==> src/rtl/ebus_pkg.sv <==
// Shared EBUS definitions: function codes, responder FSM states and status word layout.
package ebus_pkg;

    typedef enum logic [2:0] {
        F_CONO    = 3'd0,
        F_CONI    = 3'd1,
        F_DATAO   = 3'd2,
        F_DATAI   = 3'd3,
        F_PI_SERV = 3'd4
    } ebus_func_t;

    typedef enum logic [1:0] {
        S_IDLE,
        S_CAPTURE,
        S_XFER,
        S_DROP
    } resp_state_t;

    // Status/CONO bit positions in EBUS numbering (bit 0 is the MSB).
    localparam int ST_DONE   = 24;
    localparam int ST_BUSY   = 25;
    localparam int ST_ERR    = 26;
    localparam int ST_INT_EN = 27;
    localparam int ST_PIA_LO = 33;
    localparam int ST_PIA_HI = 35;

    function automatic logic [0:35] pack_status(input logic       done,
                                                input logic       busy,
                                                input logic       err,
                                                input logic       int_en,
                                                input logic [2:0] pia);
        logic [0:35] w;
        w                      = '0;
        w[ST_DONE]             = done;
        w[ST_BUSY]             = busy;
        w[ST_ERR]              = err;
        w[ST_INT_EN]           = int_en;
        w[ST_PIA_LO:ST_PIA_HI] = pia;
        return w;
    endfunction

endpackage

==> src/rtl/ebus_handshake.sv <==
// EBUS DEMAND/XFER handshake: responder FSM, XFER hold counter and DEMAND timeout.
module ebus_handshake
    import ebus_pkg::*;
#(
    parameter int unsigned XFER_MIN   = 2,
    parameter int unsigned DEMAND_TMO = 255
) (
    input  logic clk,
    input  logic rst_n,
    input  logic demand,
    input  logic start,
    input  logic rd_req,
    output logic accept,
    output logic capture,
    output logic read_en,
    output logic xfer,
    output logic xfer_end,
    output logic tmo
);

    localparam int unsigned CNT_W = $clog2(DEMAND_TMO + 2);

    resp_state_t      state, state_nxt;
    logic             armed;
    logic [CNT_W-1:0] cnt, cnt_inc;
    logic             reached_min, reached_tmo;

    assign cnt_inc     = (&cnt) ? cnt : cnt + 1'b1;
    assign reached_min = 32'(cnt_inc) >= XFER_MIN;
    assign reached_tmo = 32'(cnt_inc) >= DEMAND_TMO;

    // armed stays low after reset until DEMAND is seen low, so a DEMAND
    // left over from before reset is parked in DROP instead of served.
    always_ff @(posedge clk or negedge rst_n) begin
        if (!rst_n) begin
            state <= S_IDLE;
            armed <= 1'b0;
            cnt   <= '0;
        end else begin
            state <= state_nxt;
            if (!demand)
                armed <= 1'b1;
            cnt <= (state == S_XFER && state_nxt == S_XFER) ? cnt_inc : '0;
        end
    end

    always_comb begin
        state_nxt = state;
        xfer_end  = 1'b0;
        tmo       = 1'b0;
        case (state)
            S_IDLE: begin
                if (demand && !armed)
                    state_nxt = S_DROP;
                else if (start)
                    state_nxt = S_CAPTURE;
            end
            S_CAPTURE: state_nxt = S_XFER;
            S_XFER: begin
                if (!demand && reached_min) begin
                    state_nxt = S_IDLE;
                    xfer_end  = 1'b1;
                end else if (demand && reached_tmo) begin
                    state_nxt = S_DROP;
                    xfer_end  = 1'b1;
                    tmo       = 1'b1;
                end
            end
            S_DROP: begin
                if (!demand)
                    state_nxt = S_IDLE;
            end
            default: state_nxt = S_IDLE;
        endcase
    end

    assign accept  = (state == S_IDLE) && (state_nxt == S_CAPTURE);
    assign capture = (state == S_CAPTURE);
    assign read_en = capture && rd_req;
    assign xfer    = (state == S_XFER);

endmodule

==> src/rtl/ebus_dev_responder.sv <==
// Generic EBUS device responder: status/PIA, output and input buffers, PI request,
// and the DEMAND/XFER handshake for CONO/CONI/DATAO/DATAI and PI serve.
module ebus_dev_responder
    import ebus_pkg::*;
#(
    parameter logic [6:0]  DEV_CODE   = 7'o020,
    parameter int unsigned XFER_MIN   = 2,
    parameter int unsigned DEMAND_TMO = 255,
    parameter logic [0:35] IVEC       = 36'o0
) (
    input  logic        clk,
    input  logic        RESET_n,
    input  logic [0:6]  EBUS_CS,
    input  logic [0:2]  EBUS_FUNC,
    input  logic        EBUS_DEMAND,
    input  logic [0:2]  EBUS_PI_LEVEL,
    input  logic [0:35] EBUS_DATA_IN,
    output logic [0:35] EBUS_DATA_OUT,
    output logic        EBUS_DATA_OE,
    output logic        EBUS_XFER,
    output logic [0:7]  EBUS_PI,
    input  logic        DEV_SET_DONE,
    input  logic [0:35] DEV_IN_DATA,
    output logic [0:35] DEV_OUT_DATA,
    output logic        DEV_OUT_STB,
    input  logic        DEV_OUT_ACK
);

    logic        done_r, busy_r, err_r, int_en_r;
    logic [2:0]  pia_r;
    logic [0:35] out_buf, in_buf;
    logic [2:0]  func_in, func_p0;
    logic [0:35] wdata_p0;
    logic [0:35] rd_word, data_out_r;
    logic        oe_r, stb_p1;
    logic [0:7]  pi_nxt, pi_p1;
    logic        pi_pend, sel, pi_sel, start, rd_req;
    logic        accept, capture, read_en, xfer, xfer_end, tmo;
    logic        cono, datao, datai;
    logic        done_clr, busy_set, busy_clr, err_clr;

    assign func_in = EBUS_FUNC;
    assign pi_pend = done_r && int_en_r && (pia_r != 3'd0);
    assign sel     = EBUS_DEMAND && (EBUS_CS == DEV_CODE) && (func_in <= F_DATAI);
    assign pi_sel  = EBUS_DEMAND && (func_in == F_PI_SERV) && (EBUS_PI_LEVEL == pia_r) && pi_pend;
    assign start   = sel || pi_sel;
    assign rd_req  = (func_p0 == F_CONI) || (func_p0 == F_DATAI) || (func_p0 == F_PI_SERV);

    ebus_handshake #(
        .XFER_MIN   (XFER_MIN),
        .DEMAND_TMO (DEMAND_TMO)
    ) u_hs (
        .clk      (clk),
        .rst_n    (RESET_n),
        .demand   (EBUS_DEMAND),
        .start    (start),
        .rd_req   (rd_req),
        .accept   (accept),
        .capture  (capture),
        .read_en  (read_en),
        .xfer     (xfer),
        .xfer_end (xfer_end),
        .tmo      (tmo)
    );

    // Stage p0: request latched on acceptance; later bus changes are ignored.
    always_ff @(posedge clk or negedge RESET_n) begin
        if (!RESET_n)
            func_p0 <= 3'd0;
        else if (accept)
            func_p0 <= func_in;
    end

    always_ff @(posedge clk) begin
        if (accept)
            wdata_p0 <= EBUS_DATA_IN;
    end

    assign cono  = capture && (func_p0 == F_CONO);
    assign datao = capture && (func_p0 == F_DATAO);
    assign datai = capture && (func_p0 == F_DATAI);

    always_comb begin
        done_clr = (cono && wdata_p0[ST_DONE]) || datai;
        busy_set = (cono && wdata_p0[ST_BUSY]) || datao;
        busy_clr = (cono && wdata_p0[ST_ERR]) || DEV_OUT_ACK;
        err_clr  = cono && wdata_p0[ST_ERR];
    end

    always_comb begin
        case (func_p0)
            F_CONI:    rd_word = pack_status(done_r, busy_r, err_r, int_en_r, pia_r);
            F_DATAI:   rd_word = in_buf;
            F_PI_SERV: rd_word = IVEC;
            default:   rd_word = '0;
        endcase
    end

    always_comb begin
        pi_nxt = '0;
        if (pi_pend)
            pi_nxt[pia_r] = 1'b1;
    end

    // Stage p1: register updates at CAPTURE; sets always win over clears.
    always_ff @(posedge clk or negedge RESET_n) begin
        if (!RESET_n) begin
            done_r     <= 1'b0;
            busy_r     <= 1'b0;
            err_r      <= 1'b0;
            int_en_r   <= 1'b0;
            pia_r      <= 3'd0;
            out_buf    <= '0;
            in_buf     <= '0;
            data_out_r <= '0;
            oe_r       <= 1'b0;
            stb_p1     <= 1'b0;
            pi_p1      <= '0;
        end else begin
            done_r <= (done_r && !done_clr) || DEV_SET_DONE;
            busy_r <= (busy_r && !busy_clr) || busy_set;
            err_r  <= (err_r && !err_clr) || tmo;
            if (cono) begin
                int_en_r <= wdata_p0[ST_INT_EN];
                pia_r    <= wdata_p0[ST_PIA_LO:ST_PIA_HI];
            end
            if (datao)
                out_buf <= wdata_p0;
            if (DEV_SET_DONE)
                in_buf <= DEV_IN_DATA;
            if (read_en) begin
                data_out_r <= rd_word;
                oe_r       <= 1'b1;
            end else if (xfer_end) begin
                oe_r <= 1'b0;
            end
            stb_p1 <= datao;
            pi_p1  <= pi_nxt;
        end
    end

    assign EBUS_DATA_OUT = data_out_r;
    assign EBUS_DATA_OE  = oe_r;
    assign EBUS_XFER     = xfer;
    assign EBUS_PI       = pi_p1;
    assign DEV_OUT_DATA  = out_buf;
    assign DEV_OUT_STB   = stb_p1;

endmodule

==> config.mk <==
export PLATFORM = sky130hd
export DESIGN_NAME = ebus_dev_responder
export DESIGN_NICKNAME = d
export VERILOG_FILES = /design/src/rtl/ebus_pkg.sv /design/src/rtl/ebus_handshake.sv /design/src/rtl/ebus_dev_responder.sv
export SDC_FILE = /design/constraint.sdc
export NUM_CORES = 1
export LEC_CHECK = 0
export CAP_MARGIN = 10
export CORE_MARGIN = 8
export CORE_UTILIZATION = 35
export DETAILED_ROUTE_END_ITERATION = 10
export PLACE_DENSITY_LB_ADDON = 0.2
export SLEW_MARGIN = 0
export SYNTH_ARGS = -nofsm -noshare
export SYNTH_HDL_FRONTEND = slang
export SYNTH_SLANG_ARGS = --single-unit
==> constraint.sdc <==
create_clock -name clk -period 4.9 [get_ports clk]
set_input_delay 1.225 -clock clk [delete_from_list [all_inputs] [get_ports clk]]
set_output_delay 1.225 -clock clk [all_outputs]
set_load 0.005 [all_outputs]
==> flow_metrics.env <==
export IMPL_max_stage_delay_ns=0.63
export IMPL_portBuffers=172
export IMPL_p_seq_frac=0.484
export IMPL_insertion_delay_ns=0.42
export IMPL_maxCapViolations=0
export IMPL_synth_flop_cell="dfrtp_1"
export IMPL_drive_above_1_share=0.193
export IMPL_fin_ws_ns=1.55
export IMPL_io_pins=173
export IMPL_path_class="reg2out"
export IMPL_ys_types=53
export IMPL_rows=50
export IMPL_areaGrowthSynthToFinish_pct=38.1
export IMPL_worst_path_max_delay_cell="clkdlybuf4s50_1"
export IMPL_dpl_worst_slack_ns=1.24
export IMPL_fillers=1631
export IMPL_synth_area_leaders="dfrtp_1 52%, edfxtp_1 16%, mux2_2 12%"
export IMPL_ctsHtreeMaxLevel=4
export IMPL_cts_setup_buffers=0
export IMPL_hold_viol_final=0
export IMPL_die_area_um2=24000
export IMPL_grt_pass1_wl_mm=26.6
export IMPL_fin_nets=709
export IMPL_status="finished, final reports clean"
export IMPL_design_core_area_um2=18800
export IMPL_drc=0
export IMPL_p_total_uw=3800
export IMPL_start_util=0.358
export IMPL_cts_buffer_depth=2
export IMPL_multi_input_area_um2=2060
export IMPL_peakVddDrop_v=0.000267
export IMPL_grt_overflow_total=0
export IMPL_pwr_share_comb=0.183
export IMPL_fin_crit_sh=0.683
export IMPL_rsz0062_at_grt="false"
export IMPL_synthArstFlopShare=0.795
export IMPL_netlist_area_um2=6740
export IMPL_swShare=0.266
export IMPL_finalCriticalPeriod_ns=3.35
export IMPL_internal_power_uw=2790
export IMPL_power_switching_uw=1010
export IMPL_critPathLaunchType="register"
export IMPL_via_per_inst=4.84
export IMPL_cts_resized=0
export IMPL_grt_pass1_vias=4862
export IMPL_finalSetupTns_ns=0
export IMPL_path_cells="nor2b_1, clkdlybuf4s50_1"
export IMPL_cts_root_buf="clkbuf_16"
export IMPL_synth_edff_count=36
export IMPL_grt_antenna_before_repair=1
export IMPL_gp_congestion=0.781
export IMPL_synthMostInstantiatedCell="dfrtp_1"
export IMPL_slew_headroom=0.376
export IMPL_cp_arrival_ns=2.12
export IMPL_dp_hpwl_mm=11.4
export IMPL_final_util=0.494
export IMPL_ys_warn_count=0
export IMPL_synth_sequential_area_ratio=0.680
export IMPL_tightest_slew_ns=0.936
export IMPL_critPathRequiredTime_ns=3.67
export IMPL_pwr_share_clk=0.333
export IMPL_clock_sinks=176
export IMPL_setup_viol=0
export IMPL_numCtsBuffers=17
export IMPL_clk_pin_slew_ns=0.07
export IMPL_ant_nets=0
export IMPL_clock_fmax_mhz=299
export IMPL_wl_per_cell_um=18.5
export IMPL_vias=4319
export IMPL_cts_tree="yes"
export IMPL_die_x_um=155
export IMPL_hold_path_class="reg2reg"
export IMPL_whs_ns=0.472
export IMPL_netlist_area_leader_share=0.520
export IMPL_synthCells=446
export IMPL_powerDensity_nw_per_um2=408
export IMPL_power_leakage_uw=0.00390
export IMPL_layout_area_seq_um2=4580
export IMPL_first_pass_iters=4
export IMPL_track_usage=0.142
export IMPL_crit_fanout=10
export IMPL_critPathCaptureType="primary output"
export IMPL_skew_ns=0.00977
export IMPL_hold_buffers=0
export IMPL_drv_slew=0
export IMPL_drt_iter0_drc=212
export IMPL_avgSynthCellArea_um2=15.1
export IMPL_grt_start_max_net_pins=100
export IMPL_ys_seq_elements=176
export IMPL_drt_total_wl_mm=16.5
export IMPL_die_h_um=155
export IMPL_yosysTopAreaCell="dfrtp_1"
export IMPL_synth_top_cells_by_count="140 x dfrtp_1, 74 x mux2_2, 36 x edfxtp_1"
## cell type report
type | instances | area share
clock buffer | 17 | 0.0457
tap | 260 | 0.0349
timing repair buffer | 177 | 0.191
multi-input combinational | 241 | 0.221
antenna | 1 | 0.000269
inverter | 5 | 0.00202
clock inverter | 15 | 0.0132
sequential | 176 | 0.492
## cells in the final DEF (no fill, tap or decap), types with 3 or more instances in the layout
cell type / instances
a211oi_1: 6
a21oi_1: 4
a22o_1: 30
and3_1: 4
buf_4: 4
clkbuf_16: 17
clkdlybuf4s50_1: 170
clkinv_2: 3
dfrtp_1: 140
edfxtp_1: 36
inv_1: 5
inv_6: 7
inv_8: 3
mux2_1: 6
mux2_2: 74
mux2i_1: 8
nand2_1: 21
nand2b_1: 6
nand3_1: 5
nand4_1: 4
nor2_1: 8
nor2b_1: 3
nor3_1: 9
o21ai_0: 6
o21bai_1: 3
o31ai_1: 7
xor2_1: 3
## cell families (layout without fill, tap and decap cells)
family	Yosys count	after routing	share of synthesized area
compound gates	73	73	0.0861
xor+xnor	4	4	0.00520
fa+ha+maj	1	1	0.00186
buf+inv	30	214	0.0195
flops	176	176	0.680
mux	88	88	0.145
other cells	1	3	0.000556
simple gates	73	73	0.0614
## flip-flops by register name, indices dropped and copies added, names as in the netlist
register / cells
DEV_OUT_STB: 1
EBUS_PI: 8
err_r: 1
EBUS_DATA_OUT: 36
pia_r: 3
EBUS_DATA_OE: 1
wdata_p0: 36
u_hs.cnt: 9
in_buf: 36
int_en_r: 1
busy_r: 1
done_r: 1
DEV_OUT_DATA: 36
func_p0: 3
u_hs.state: 2
u_hs.armed: 1
## metrics by stage
| step | std cells | area (µm²) |
|---|---|---|
| floorplan | 447 | 6750 |
| global placement | 858 | 8730 |
| detailed placement | 858 | 8730 |
| CTS | 890 | 9280 |
| global route | 892 | 9310 |
| finish | 892 | 9310 |
## power by group through the flow
| stage | Clock (µW) | Combinational, µW | Sequential (µW) |
|---|---|---|---|
| 2_1_floorplan | 0 | 308 | 1810 |
| 3_3_place_gp | 0 | 694 | 1860 |
| 3_5_place_dp | 0 | 705 | 1870 |
| 4_1_cts | 1300 | 711 | 1840 |
| 5_1_grt | 1360 | 765 | 1870 |
| 6_report | 1270 | 697 | 1840 |
## per-layer routing
layer  track usage  part of all wire
met1         0.171              0.43
met5             0                 0
met3        0.0616             0.081
met2         0.226              0.47
met4        0.0425             0.015
## worst max-delay path, delay by kind of cell (launching register included)
kind | cells | cell delay, ns
buffers and inverters | 1 | 0.63
AND/OR/NAND/NOR | 1 | 0.57
flip-flops | 1 | 0.50
## final timing paths
path                                    start               end  slack, ns  cells past startpoint
min in group asynchronous             RESET_n  DEV_OUT_DATA[11]       0.90                      1
worst max-delay path            u_hs.state[1]         EBUS_XFER       1.55                      2
worst min-delay path              wdata_p0[1]   DEV_OUT_DATA[1]       0.47                      1
max in group asynchronous             RESET_n         in_buf[8]       3.07                      2
worst max register to register    u_hs.cnt[0]      EBUS_DATA_OE       2.32                      6
worst min register to register    wdata_p0[1]   DEV_OUT_DATA[1]       0.47                      1
Power figures use the tool's default switching activity.
